File: config.mk
export PLATFORM = sky130hd
export DESIGN_NAME = instr_issue_unit_flat
export DESIGN_NICKNAME = d
export VERILOG_FILES = /design/src/rtl/instr_issue_unit_if.sv /design/src/rtl/instr_issue_unit.sv /design/src/flat_wrapper.sv
export SDC_FILE = /design/constraint.sdc
export NUM_CORES = 1
export LEC_CHECK = 0
export CAP_MARGIN = 20
export CORE_MARGIN = 2
export CORE_UTILIZATION = 28
export DETAILED_ROUTE_END_ITERATION = 10
export MAX_ROUTING_LAYER = met4
export SETUP_SLACK_MARGIN = 0.02
export SKIP_LAST_GASP = 1
export SLEW_MARGIN = 20
export SYNTH_ARGS = -nofsm -noshare
export SYNTH_HDL_FRONTEND = slang
export SYNTH_SLANG_ARGS = --single-unit
File: constraint.sdc
create_clock -name clk -period 2.92 [get_ports clk]
set_clock_uncertainty 0.05 [all_clocks]
set_input_delay 0.584 -clock clk [delete_from_list [all_inputs] [get_ports clk]]
set_output_delay 0.584 -clock clk [all_outputs]
set_load 0.02 [all_outputs]
File: src/rtl/instr_issue_unit_if.sv
// Bus bundle for instr_issue_unit: instruction-memory fetch port plus the
// issue port toward the datapath/decoder. The unit uses master, the environment uses slave.
interface instr_issue_unit_if #(
  parameter int PC_W    = 8,
  parameter int INSTR_W = 16
);
  logic               imem_req;
  logic [PC_W-1:0]    imem_addr;
  logic               imem_ack;
  logic [INSTR_W-1:0] imem_rdata;
  logic               issue_valid;
  logic               issue_ready;
  logic [4:0]         opfn;
  logic [2:0]         rs;
  logic [2:0]         rt;
  logic [2:0]         rd;
  logic [7:0]         imm;
  logic               nia;
  logic [PC_W-1:0]    pc;

  modport master (
    output imem_req, imem_addr,
    input  imem_ack, imem_rdata,
    output issue_valid,
    input  issue_ready,
    output opfn, rs, rt, rd, imm,
    input  nia,
    output pc
  );

  modport slave (
    input  imem_req, imem_addr,
    output imem_ack, imem_rdata,
    input  issue_valid,
    output issue_ready,
    input  opfn, rs, rt, rd, imm,
    output nia,
    input  pc
  );
endinterface

File: src/rtl/instr_issue_unit.sv
// Instruction fetch/issue front end: fetches words, splits fields, issues, sequences PC.
// Optional retire counter enabled by defining INSTR_ISSUE_RETIRE_CNT_EN.
module instr_issue_unit #(
  parameter int          PC_W     = 8,
  parameter int          INSTR_W  = 16,
  parameter int unsigned RESET_PC = 0
) (
  input  logic                clk,
  input  logic                rst_n,
  input  logic                start,
  output logic                halted,
`ifdef INSTR_ISSUE_RETIRE_CNT_EN
  output logic [15:0]         retire_cnt,
`endif
  instr_issue_unit_if.master  bus
);

  typedef enum logic [1:0] {IDLE, FETCH, ISSUE, HALT} state_t;

  state_t             state, state_nx;
  logic [PC_W-1:0]    pc_q, pc_nx;
  logic [INSTR_W-1:0] instr_q;
  logic               halted_q;
  logic               fetch_done;
  logic               illegal;
  logic               handshake;
  logic [PC_W-1:0]    jump_pc;

  assign illegal = (bus.imem_rdata[15:14] == 2'b11);

  // Jump target is instr[10:11-PC_W]; wider PCs get instr[10:0] zero-extended.
  generate
    if (PC_W <= 11) begin : g_jump_slice
      assign jump_pc = instr_q[10 -: PC_W];
    end else begin : g_jump_zext
      assign jump_pc = {{(PC_W-11){1'b0}}, instr_q[10:0]};
    end
  endgenerate

  always_comb begin
    state_nx        = state;
    pc_nx           = pc_q;
    fetch_done      = 1'b0;
    handshake       = 1'b0;
    bus.imem_req    = 1'b0;
    bus.issue_valid = 1'b0;
    case (state)
      IDLE: begin
        if (start) state_nx = FETCH;
      end
      FETCH: begin
        bus.imem_req = 1'b1;
        if (bus.imem_ack) begin
          fetch_done = 1'b1;
          state_nx   = illegal ? HALT : ISSUE;
        end
      end
      ISSUE: begin
        bus.issue_valid = 1'b1;
        if (bus.issue_ready) begin
          handshake = 1'b1;
          pc_nx     = bus.nia ? pc_q + PC_W'(1) : jump_pc;
          state_nx  = FETCH;
        end
      end
      HALT: ;
      default: state_nx = IDLE;
    endcase
  end

  always_ff @(posedge clk or negedge rst_n) begin
    if (!rst_n) begin
      state    <= IDLE;
      pc_q     <= PC_W'(RESET_PC);
      instr_q  <= '0;
      halted_q <= 1'b0;
    end else begin
      state <= state_nx;
      pc_q  <= pc_nx;
      if (fetch_done) begin
        instr_q <= bus.imem_rdata;
        if (illegal) halted_q <= 1'b1;
      end
    end
  end

`ifdef INSTR_ISSUE_RETIRE_CNT_EN
  always_ff @(posedge clk or negedge rst_n) begin
    if (!rst_n)         retire_cnt <= '0;
    else if (handshake) retire_cnt <= retire_cnt + 16'd1;
  end
`endif

  assign halted        = halted_q;
  assign bus.imem_addr = pc_q;
  assign bus.pc        = pc_q;
  assign bus.opfn      = instr_q[15:11];
  assign bus.rs        = instr_q[10:8];
  assign bus.rt        = instr_q[7:5];
  assign bus.rd        = instr_q[4:2];
  assign bus.imm       = {{3{instr_q[4]}}, instr_q[4:0]};

endmodule

File: src/flat_wrapper.sv
// flat-port wrapper written by rule: the top's interface ports become plain ports
module instr_issue_unit_flat 
#(
  parameter int          PC_W     = 8,
  parameter int          INSTR_W  = 16,
  parameter int unsigned RESET_PC = 0
)
  (clk, rst_n, start, halted, bus_imem_req, bus_imem_addr, bus_imem_ack, bus_imem_rdata, bus_issue_valid, bus_issue_ready, bus_opfn, bus_rs, bus_rt, bus_rd, bus_imm, bus_nia, bus_pc);
  instr_issue_unit_if #(.PC_W(PC_W), .INSTR_W(INSTR_W)) bus_i ();
  input  logic clk;
  input  logic rst_n;
  input  logic start;
  output logic halted;
  output wire logic [$bits(bus_i.imem_req)-1:0] bus_imem_req;
  output wire logic [$bits(bus_i.imem_addr)-1:0] bus_imem_addr;
  input wire logic [$bits(bus_i.imem_ack)-1:0] bus_imem_ack;
  input wire logic [$bits(bus_i.imem_rdata)-1:0] bus_imem_rdata;
  output wire logic [$bits(bus_i.issue_valid)-1:0] bus_issue_valid;
  input wire logic [$bits(bus_i.issue_ready)-1:0] bus_issue_ready;
  output wire logic [$bits(bus_i.opfn)-1:0] bus_opfn;
  output wire logic [$bits(bus_i.rs)-1:0] bus_rs;
  output wire logic [$bits(bus_i.rt)-1:0] bus_rt;
  output wire logic [$bits(bus_i.rd)-1:0] bus_rd;
  output wire logic [$bits(bus_i.imm)-1:0] bus_imm;
  input wire logic [$bits(bus_i.nia)-1:0] bus_nia;
  output wire logic [$bits(bus_i.pc)-1:0] bus_pc;
  assign bus_imem_req = bus_i.imem_req;
  assign bus_imem_addr = bus_i.imem_addr;
  assign bus_i.imem_ack = bus_imem_ack;
  assign bus_i.imem_rdata = bus_imem_rdata;
  assign bus_issue_valid = bus_i.issue_valid;
  assign bus_i.issue_ready = bus_issue_ready;
  assign bus_opfn = bus_i.opfn;
  assign bus_rs = bus_i.rs;
  assign bus_rt = bus_i.rt;
  assign bus_rd = bus_i.rd;
  assign bus_imm = bus_i.imm;
  assign bus_i.nia = bus_nia;
  assign bus_pc = bus_i.pc;
  instr_issue_unit #(.PC_W(PC_W), .INSTR_W(INSTR_W), .RESET_PC(RESET_PC)) u_core (.clk(clk), .rst_n(rst_n), .start(start), .halted(halted), .bus(bus_i));
endmodule
==> results of run 1 <==
[stage by stage]
stage                     setup slack [ns]  utilization, %  total power [W]
after floorplan                       1.50               -          0.00158
after detailed placement             0.920            40.6          0.00211
final                                0.763            41.5          0.00229
after global routing                 0.687            41.5          0.00245
after CTS                            0.740            41.5          0.00232
after global placement               0.985            40.6          0.00207
[area by class of cell]
cell class / count / area (um2)
Inverter: 1 / 3.75
Multi-Input combinational cell: 67 / 529
Clock buffer: 4 / 45.0
Timing Repair Buffer: 63 / 628
Sequential cell: 27 / 676
Tap cell: 54 / 67.6
Fill cell: 452 / 2740
[per-layer routing]
metal	part of all wire (%)	GRT usage (%)	routed length, um	vias to the layer above
li1	-	-	-	485
met1	45	16.0	1350	521
met2	50	19.8	1510	38
met3	5.1	2.19	153	0
met4	0	1.21	0	0
met5	0	-	0	-
[kinds of logic after synthesis]
logic type,count (synthesis)
adders and majority gates,1
and+or+nand+nor,25
muxes,19
DFF,27
AOI/OAI and AO/OA,22
buffers and inverters,19
[state kept, by name, indices dropped and copies added, names as in the netlist]
signal,flops
u_core.bus.imem_addr,8
u_core.halted,1
u_core.state,2
u_core.instr_q,16
[cells in the mapped netlist, drive strengths merged (2+ instances only)]
master,number
a21oi,7
nand2,8
dfrtp,27
mux2i,3
nor2,3
and3b,2
buf,17
o21ai,5
mux2,16
nand3,5
o22ai,6
[how the worst max path moves through the flow]
stage	startpoint	endpoint	slack [ns]	cells past startpoint
6_report	u_core.state[0]	bus_issue_valid	0.76	2
5_1_grt	u_core.state[0]	bus_issue_valid	0.69	2
4_1_cts	u_core.state[0]	bus_issue_valid	0.74	2
3_5_place_dp	bus_issue_ready	u_core.bus.imem_addr[4]	0.92	5
3_3_place_gp	bus_issue_ready	u_core.bus.imem_addr[3]	0.98	5
2_1_floorplan	u_core.bus.imem_addr[0]	u_core.bus.imem_addr[6]	1.50	5
[critical path: cells and delay by family, from the launching register on]
kind	cells	cell delay, ns
buffers and inverters	1	0.60
flip-flops	1	0.43
AND/OR/NAND/NOR	1	0.23
[power by group]
group	total, W	switching, W	internal (W)
Sequential	0.000749	0.000194	0.000555
Clock	0.000209	0.000111	0.0000975
Combinational	0.00134	0.000614	0.000722
[cell usage in the layout, fill, tap and decap left out]
cell type / n
nor2b_4: 1
o21ai_0: 5
a21oi_1: 7
clkdlybuf4s50_1: 62
a2bb2oi_1: 1
and3b_1: 1
a21o_1: 1
mux2_4: 8
buf_4: 1
and2b_1: 1
and4_1: 1
nand3_1: 5
inv_1: 1
o21bai_1: 1
nand4_1: 1
nor2_1: 3
nand2b_2: 1
a31oi_1: 1
mux2i_1: 3
clkbuf_8: 3
dfrtp_1: 27
mux2_2: 8
o22ai_1: 6
clkbuf_1: 1
nor3_1: 1
nand2_4: 1
ha_1: 1
and3b_2: 1
nand2_1: 7
and3_1: 1
==> results.sh, run 1 <==
export IMPL_synth_top_family_by_area="multiplexers"
export IMPL_grt_setup_unrepaired="no"
export IMPL_critical_path_endpoint_type="primary output"
export IMPL_nets=186
export IMPL_detail_route_wirelength_mm=3.02
export IMPL_rr_startpoint="u_core.bus.imem_addr[0]"
export IMPL_cts_buffer_depth=2
export IMPL_antenna_found_initial=0
export IMPL_cts_setup_buffers=0
export IMPL_place_inst=212
export IMPL_cts_tree="done"
export IMPL_path_max_fanout=6
export IMPL_die_area_um2=5410
export IMPL_peakVddDrop_v=0.000322
export IMPL_grt_pass1_vias=989
export IMPL_dr_pass1_iters=4
export IMPL_via_per_inst=4.83
export IMPL_status="completed"
export IMPL_setup_tns_ns=0
export IMPL_muxShareOfSynthArea_pct=17.7
export IMPL_postSynthCellCount=113
export IMPL_tritoncts_num_sinks=27
export IMPL_grt_use_total_pct=12.0
export IMPL_fin_crit_sh_pct=73.9
export IMPL_ys_seq_area_share_pct=49.9
export IMPL_relSlewSlack_pct=71.1
export IMPL_area_growth_pct=43.9
export IMPL_maxCapViolCount=0
export IMPL_port_buffers=62
export IMPL_rows=25
export IMPL_dp_hpwl_mm=2.30
export IMPL_worstSkewPairLatency_ns=0.26
export IMPL_drcViolationCount=0
export IMPL_setup_violations=0
export IMPL_start_kind="register"
export IMPL_antenna_cells=0
export IMPL_yosysTopAreaCell="dfrtp_1"
export IMPL_grt_pass1_wl_mm=5.02
export IMPL_slew_violations=0
export IMPL_start_util_pct=28.9
export IMPL_synth_edf_count=0
export IMPL_yosys_warnings=0
export IMPL_hold_path_class="register to register"
export IMPL_die_width_um=73.6
export IMPL_post_cts_resized=0
export IMPL_synth_distinct_cells=30
export IMPL_ys_ff_latch=27
export IMPL_ys_async_sr_fraction_pct=100
export IMPL_vias=1044
export IMPL_cp_arrival_ns=1.52
export IMPL_holdPathEnd="u_core.halted"
export IMPL_drive_above_1_share_pct=14.8
export IMPL_post_synth_fa_ha_maj_area_fraction_pct=0.923
export IMPL_rrSetupSlack_ns=1.46
export IMPL_r2r_end="u_core.bus.imem_addr[6]"
export IMPL_powerDensity_nw_per_um2=1180
export IMPL_syn_avg_cell_area_um2=12.0
export IMPL_cts_buffers=3
export IMPL_wl_per_cell_um=14.0
export IMPL_cp_slowest_cell="clkdlybuf4s50_1"
export IMPL_path_class="register to primary output"
export IMPL_finalHoldViolCount=0
export IMPL_synth_ff_type="dfrtp_1"
export IMPL_grt_max_degree=28
export IMPL_worst_r2r_path_depth=5
export IMPL_ctsHoldBuffers=0
export IMPL_synth_compound_area_share_pct=9.42
export IMPL_min_from="u_core.halted"
export IMPL_synth_top_area_share_pct=49.9
export IMPL_syn_area_um2=1360
export IMPL_synth_nets=136
export IMPL_core_area_um2=4690
export IMPL_gp_congestion=0.714
export IMPL_hold_path_cell_count=1
export IMPL_period_needed_ns=2.16
export IMPL_die_h_um=73.6
export IMPL_worst_slew_pin_slew_ns=0.432
export IMPL_h_tree_depth=1
export IMPL_required_ns=2.29
export IMPL_cts_root_buf="clkbuf_8"
export IMPL_cpPeakStageDelay_ns=0.60
export IMPL_hold_slack_ns=0.443
export IMPL_stdcell_count=216
export IMPL_postLayoutCellArea_um2=1950
export IMPL_yosys_area_share_xor_xnor_pct=0
export IMPL_synth_area_leaders="dfrtp_1 50%, mux2_4 8.9%, buf_4 7.8%"
export IMPL_timing_fmax_mhz=464
export IMPL_synthSimpleGateAreaFrac_pct=11.0
export IMPL_postPlaceCellArea_um2=1900
export IMPL_p_leak_nw=0.833
export IMPL_drt_iter0_markers=77
export IMPL_antenna_left=0
export IMPL_ios=63
export IMPL_crit_chain="and2b_1 > clkdlybuf4s50_1"
export IMPL_global_route_overflow_total=0
export IMPL_path_clk_slew_ns=0.09
Power figures use the tool's default switching activity.
==> run 2: changes to the inputs <==
- clock period: 2.92 -> 1.86 ns (I/O delays scaled with it)
==> run 2 against run 1 <==
  * Combinational power up 54%
  * Wire length up 4.8%
  * Utilization up 0.67 points
  * Setup slack worse by 0.70 ns
  * Critical path depth down 1
  * Clock-buffer cell count unchanged
  * Final cell count up 0.46%
  * Sequential power up 56%
  * Power up 56%
  * Sequential cell count unchanged
  * Design area up 1.6%
  * Largest cell class unchanged
  * Largest power group unchanged
==> results.sh, run 2 (same netlist as run 1, synthesis figures left out) <==
export IMPL_grt_pass1_vias=1069
export IMPL_grt_setup_unrepaired="no"
export IMPL_antenna_left=0
export IMPL_rr_startpoint="u_core.bus.imem_addr[0]"
export IMPL_wl_met1_mm=1.32
export IMPL_worst_slew_pin_slew_ns=0.364
export IMPL_port_buffers=62
export IMPL_antenna_found_initial=0
export IMPL_wl_met3_um=210
export IMPL_period_needed_ns=1.80
export IMPL_hold_path_class="primary input to async pin"
export IMPL_dr_max_layer_used="met3"
export IMPL_path_depth=1
export IMPL_setup_violations=0
export IMPL_vias=1061
export IMPL_dr_pass1_iters=4
export IMPL_ios=63
export IMPL_slew_violations=0
export IMPL_p_int_w=0.00212
export IMPL_p_leak_nw=0.991
export IMPL_cts_buffer_depth=2
export IMPL_detail_route_wirelength_mm=3.17
export IMPL_timing_fmax_mhz=556
export IMPL_relSlewSlack_pct=75.8
export IMPL_route_met2_wl_mm=1.63
export IMPL_drive_above_1_share_pct=15.3
export IMPL_dp_hpwl_mm=2.38
export IMPL_cts_setup_buffers=0
export IMPL_cpPeakStageDelay_ns=0.65
export IMPL_h_tree_depth=1
export IMPL_start_kind="register"
export IMPL_grt_use_total_pct=12.5
export IMPL_path_clk_slew_ns=0.09
export IMPL_r2r_end="u_core.bus.imem_addr[6]"
export IMPL_peakVddDrop_v=0.000528
export IMPL_drt_iter0_markers=140
export IMPL_area_growth_pct=46.2
export IMPL_gp_congestion=0.742
export IMPL_crit_chain="clkdlybuf4s50_1"
export IMPL_cts_tree="done"
export IMPL_power_frac_seq_pct=32.9
export IMPL_worst_r2r_path_depth=5
export IMPL_required_ns=1.44
export IMPL_regMostFlops="u_core.instr_q"
export IMPL_combPwrFrac_pct=57.9
export IMPL_utilization_pct=42.2
export IMPL_grt_pass1_wl_mm=5.06
export IMPL_die_width_um=73.6
export IMPL_pwr_share_clk_pct=9.2
export IMPL_maxCapViolCount=0
export IMPL_die_h_um=73.6
export IMPL_powerDensity_nw_per_um2=1800
export IMPL_cts_root_buf="clkbuf_8"
export IMPL_tritoncts_num_sinks=27
export IMPL_drcViolationCount=0
export IMPL_critical_path_top_delay_family="buffers and inverters"
export IMPL_start_util_pct=28.9
export IMPL_cp_num_buf_inv=1
export IMPL_path_max_fanout=7
export IMPL_critical_path_endpoint_type="primary output"
export IMPL_via_per_inst=4.89
export IMPL_grt_max_degree=28
export IMPL_cts_buffers=3
export IMPL_path_class="register to primary output"
export IMPL_finalHoldViolCount=0
export IMPL_final_common_cell="clkdlybuf4s50_1"
export IMPL_core_area_um2=4690
export IMPL_cp_slowest_cell="clkdlybuf4s50_1"
export IMPL_wl_per_cell_um=14.6
export IMPL_cp_arrival_ns=1.38
export IMPL_die_area_um2=5410
export IMPL_rows=25
export IMPL_layout_common_cells="48 x clkdlybuf4s50_1, 27 x dfrtp_1, 11 x dlymetal6s2s_1, 8 x mux2_4, 8 x mux2_2"
export IMPL_antenna_cells=0
export IMPL_worstSkewPairLatency_ns=0.27
export IMPL_rrSetupSlack_ns=0.41
export IMPL_nets=187
export IMPL_global_route_overflow_total=0
export IMPL_switching_share_pct=40.7
export IMPL_fin_crit_sh_pct=96.6
export IMPL_setup_tns_ns=0
export IMPL_largest_reg_flops=16
export IMPL_switchingPower_w=0.00145
export IMPL_status="completed"
-- run 2: cell types whose count changed in the layout (fill, tap and decap cells not counted), sizes merged --
| cell | previous run | this run |
|---|---|---|
| clkdlybuf4s50 | 62 | 48 |
| dlymetal6s2s | 0 | 11 |
| dlygate4sd2 | 0 | 3 |
| buf | 1 | 2 |
-- run 2: worst max-delay path by stage --
stage	slack [ns]	start	end
3_3_place_gp	0.14	bus_issue_ready	u_core.bus.imem_addr[2]
3_5_place_dp	0.08	bus_issue_ready	u_core.bus.imem_addr[2]
4_1_cts	0.03	u_core.instr_q[4]	bus_rd[2]
5_1_grt	0.02	u_core.instr_q[4]	bus_rd[2]
6_report	0.06	u_core.instr_q[4]	bus_rd[2]
2_1_floorplan	0.44	u_core.bus.imem_addr[0]	u_core.bus.imem_addr[6]
-- run 2: through the flow --
step           power (W)  hold WS (ns)  setup WS (ns)  instance area (um2)  instances
4_1_cts          0.00364         0.435         0.0303                 1950        217
3_3_place_gp     0.00326         0.431          0.143                 1910        213
3_5_place_dp     0.00332         0.412         0.0843                 1910        213
5_1_grt          0.00381         0.455         0.0202                 1980        217
2_1_floorplan    0.00249        0.0264          0.443                 1360        113
6_report         0.00357         0.431         0.0629                 1980        217
-- run 2: cell type report --
type,instances,area [um2]
Sequential cell,27,676
Tap cell,54,67.6
Clock buffer,4,45.0
Inverter,1,3.75
Timing Repair Buffer,64,659
Fill cell,451,2710
Multi-Input combinational cell,67,529
-- run 2: routing by layer --
metal  track usage [%]  vias up
met4              2.83        0
met5                 -        -
met3              2.88        0
met1              15.3      525
li1                  -      491
met2              21.0       45
-- run 2: power by group through the flow --
stage               Clock [W]  Sequential (W)  Combinational (W)
floorplan                   0         0.00144            0.00104
global placement            0         0.00117            0.00209
detailed placement          0         0.00120            0.00212
CTS                  0.000349         0.00118            0.00210
global route         0.000374         0.00123            0.00221
finish               0.000329         0.00117            0.00207
-- run 2: repair_timing --
item	4_1_cts	5_1_grt
hold buffers	0	0
resized for setup	3	11
endpoints found under the setup margin	3	13
==> run 3: changes to the inputs <==
- CORE_UTILIZATION: 28 -> 37
- PLACE_DENSITY: unset -> 0.76
==> run 3 against run 2 <==
  * Via count shrank 3.7%
  * Wire length shrank 10%
  * Clock power shrank 26%
  * Power shrank 5.0%
  * Global-route usage grew 2.4 points
  * Critical path type unchanged
  * Largest power group unchanged
  * Highest routed layer is now met4
==> results.sh, run 3 (same netlist as run 1, synthesis figures left out) <==
export IMPL_critical_path_endpoint_type="primary output"
export IMPL_tritoncts_num_sinks=27
export IMPL_die_area_um2=4160
export IMPL_cts_buffers=3
export IMPL_critical_path_top_delay_family="buffers and inverters"
export IMPL_place_inst=205
export IMPL_gp_congestion=0.824
export IMPL_via_per_inst=4.89
export IMPL_status="completed"
export IMPL_hold_path_class="primary input to async pin"
export IMPL_antenna_left=0
export IMPL_slew_violations=0
export IMPL_detail_route_wirelength_mm=2.84
export IMPL_antenna_cells=0
export IMPL_h_tree_depth=1
export IMPL_cpPeakStageDelay_ns=0.64
export IMPL_grt_pass1_vias=1058
export IMPL_cp_arrival_ns=1.36
export IMPL_ios=63
export IMPL_path_max_fanout=3
export IMPL_powerDensity_nw_per_um2=1760
export IMPL_nets=187
export IMPL_regMostFlops="u_core.instr_q"
export IMPL_drcViolationCount=0
export IMPL_final_common_cell="clkdlybuf4s50_1"
export IMPL_wl_per_cell_um=13.6
export IMPL_worstSkewPairLatency_ns=0.32
export IMPL_peakVddDrop_v=0.000888
export IMPL_worst_slew_pin_slew_ns=0.336
export IMPL_p_leak_nw=0.979
export IMPL_grt_max_degree=28
export IMPL_timing_fmax_mhz=561
export IMPL_cts_buffer_depth=2
export IMPL_finalHoldViolCount=0
export IMPL_drive_above_1_share_pct=16.0
export IMPL_cp_num_buf_inv=1
export IMPL_core_area_um2=3420
export IMPL_cts_setup_buffers=0
export IMPL_die_width_um=64.5
export IMPL_dp_hpwl_mm=2.20
export IMPL_start_util_pct=39.7
export IMPL_setup_tns_ns=0
export IMPL_path_class="register to primary output"
export IMPL_period_needed_ns=1.78
export IMPL_grt_setup_unrepaired="no"
export IMPL_ctsHoldBuffers=0
export IMPL_die_h_um=64.5
export IMPL_post_cts_resized=16
export IMPL_global_route_overflow_total=0
export IMPL_fin_crit_sh_pct=95.8
export IMPL_stdcell_count=209
export IMPL_vias=1022
export IMPL_layout_common_cells="37 x clkdlybuf4s50_1, 27 x dfrtp_1, 16 x dlygate4sd2_1, 9 x dlymetal6s2s_1"
export IMPL_dr_pass1_iters=4
export IMPL_cts_root_buf="clkbuf_4"
export IMPL_antenna_found_initial=0
export IMPL_rows=21
export IMPL_crit_chain="clkdlybuf4s50_1"
export IMPL_relSlewSlack_pct=77.6
export IMPL_fill_cells=307
export IMPL_cp_slowest_cell="clkdlybuf4s50_1"
export IMPL_drt_iter0_markers=14
export IMPL_area_growth_pct=42.6
export IMPL_required_ns=1.44
export IMPL_setup_violations=0
export IMPL_start_kind="register"
export IMPL_largest_reg_flops=16
export IMPL_grt_use_total_pct=14.9
export IMPL_path_clk_slew_ns=0.15
export IMPL_port_buffers=62
export IMPL_cts_tree="done"
export IMPL_maxCapViolCount=0
export IMPL_grt_pass1_wl_mm=4.69
## run 3: path summary, 6_finish.rpt
check	from	end	slack (ns)	cells after the start
max in group asynchronous	rst_n	u_core.bus.imem_addr[0]	1.15	2
max	u_core.instr_q[10]	bus_rs[2]	0.08	1
min reg2reg	u_core.halted	u_core.halted	0.46	1
min	rst_n	u_core.state[0]	0.34	2
max reg2reg	u_core.bus.imem_addr[0]	u_core.bus.imem_addr[6]	0.41	5
min in group clk	u_core.halted	u_core.halted	0.46	1
## run 3: layer usage
metal	part of all wire, %	GRT usage [%]
met1	43	17.6
met2	49	25.3
met3	7.9	3.47
met4	0.42	4.79
met5	0	-
## run 3: per-stage QoR
step           setup slack, ns  total power, W  hold WS (ns)  cell area (um2)  utilization, %
3_5_place_dp            0.0933         0.00331         0.421             1900            55.7
2_1_floorplan            0.443         0.00249        0.0264             1360               -
4_1_cts                 0.0262         0.00345         0.346             1910            55.9
3_3_place_gp             0.137         0.00326         0.411             1900            55.7
6_report                0.0790         0.00339         0.343             1930            56.6
5_1_grt                 0.0210         0.00360         0.362             1930            56.6
## run 3: where the power goes
group / switching, W / internal, W
clock: 0.000165 / 0.0000804
sequential: 0.000294 / 0.000869
combinational: 0.000976 / 0.00101
total: 0.00143 / 0.00196
## run 3: area by class of cell
class	instances	area, um2	share of cell area [%]
multi-input combinational	67	529	27.4
timing repair buffer	64	638	33.0
tap	46	57.6	2.98
clock inverter	1	5.00	0.259
sequential	27	676	35.0
inverter	1	3.75	0.194
clock buffer	3	22.5	1.17
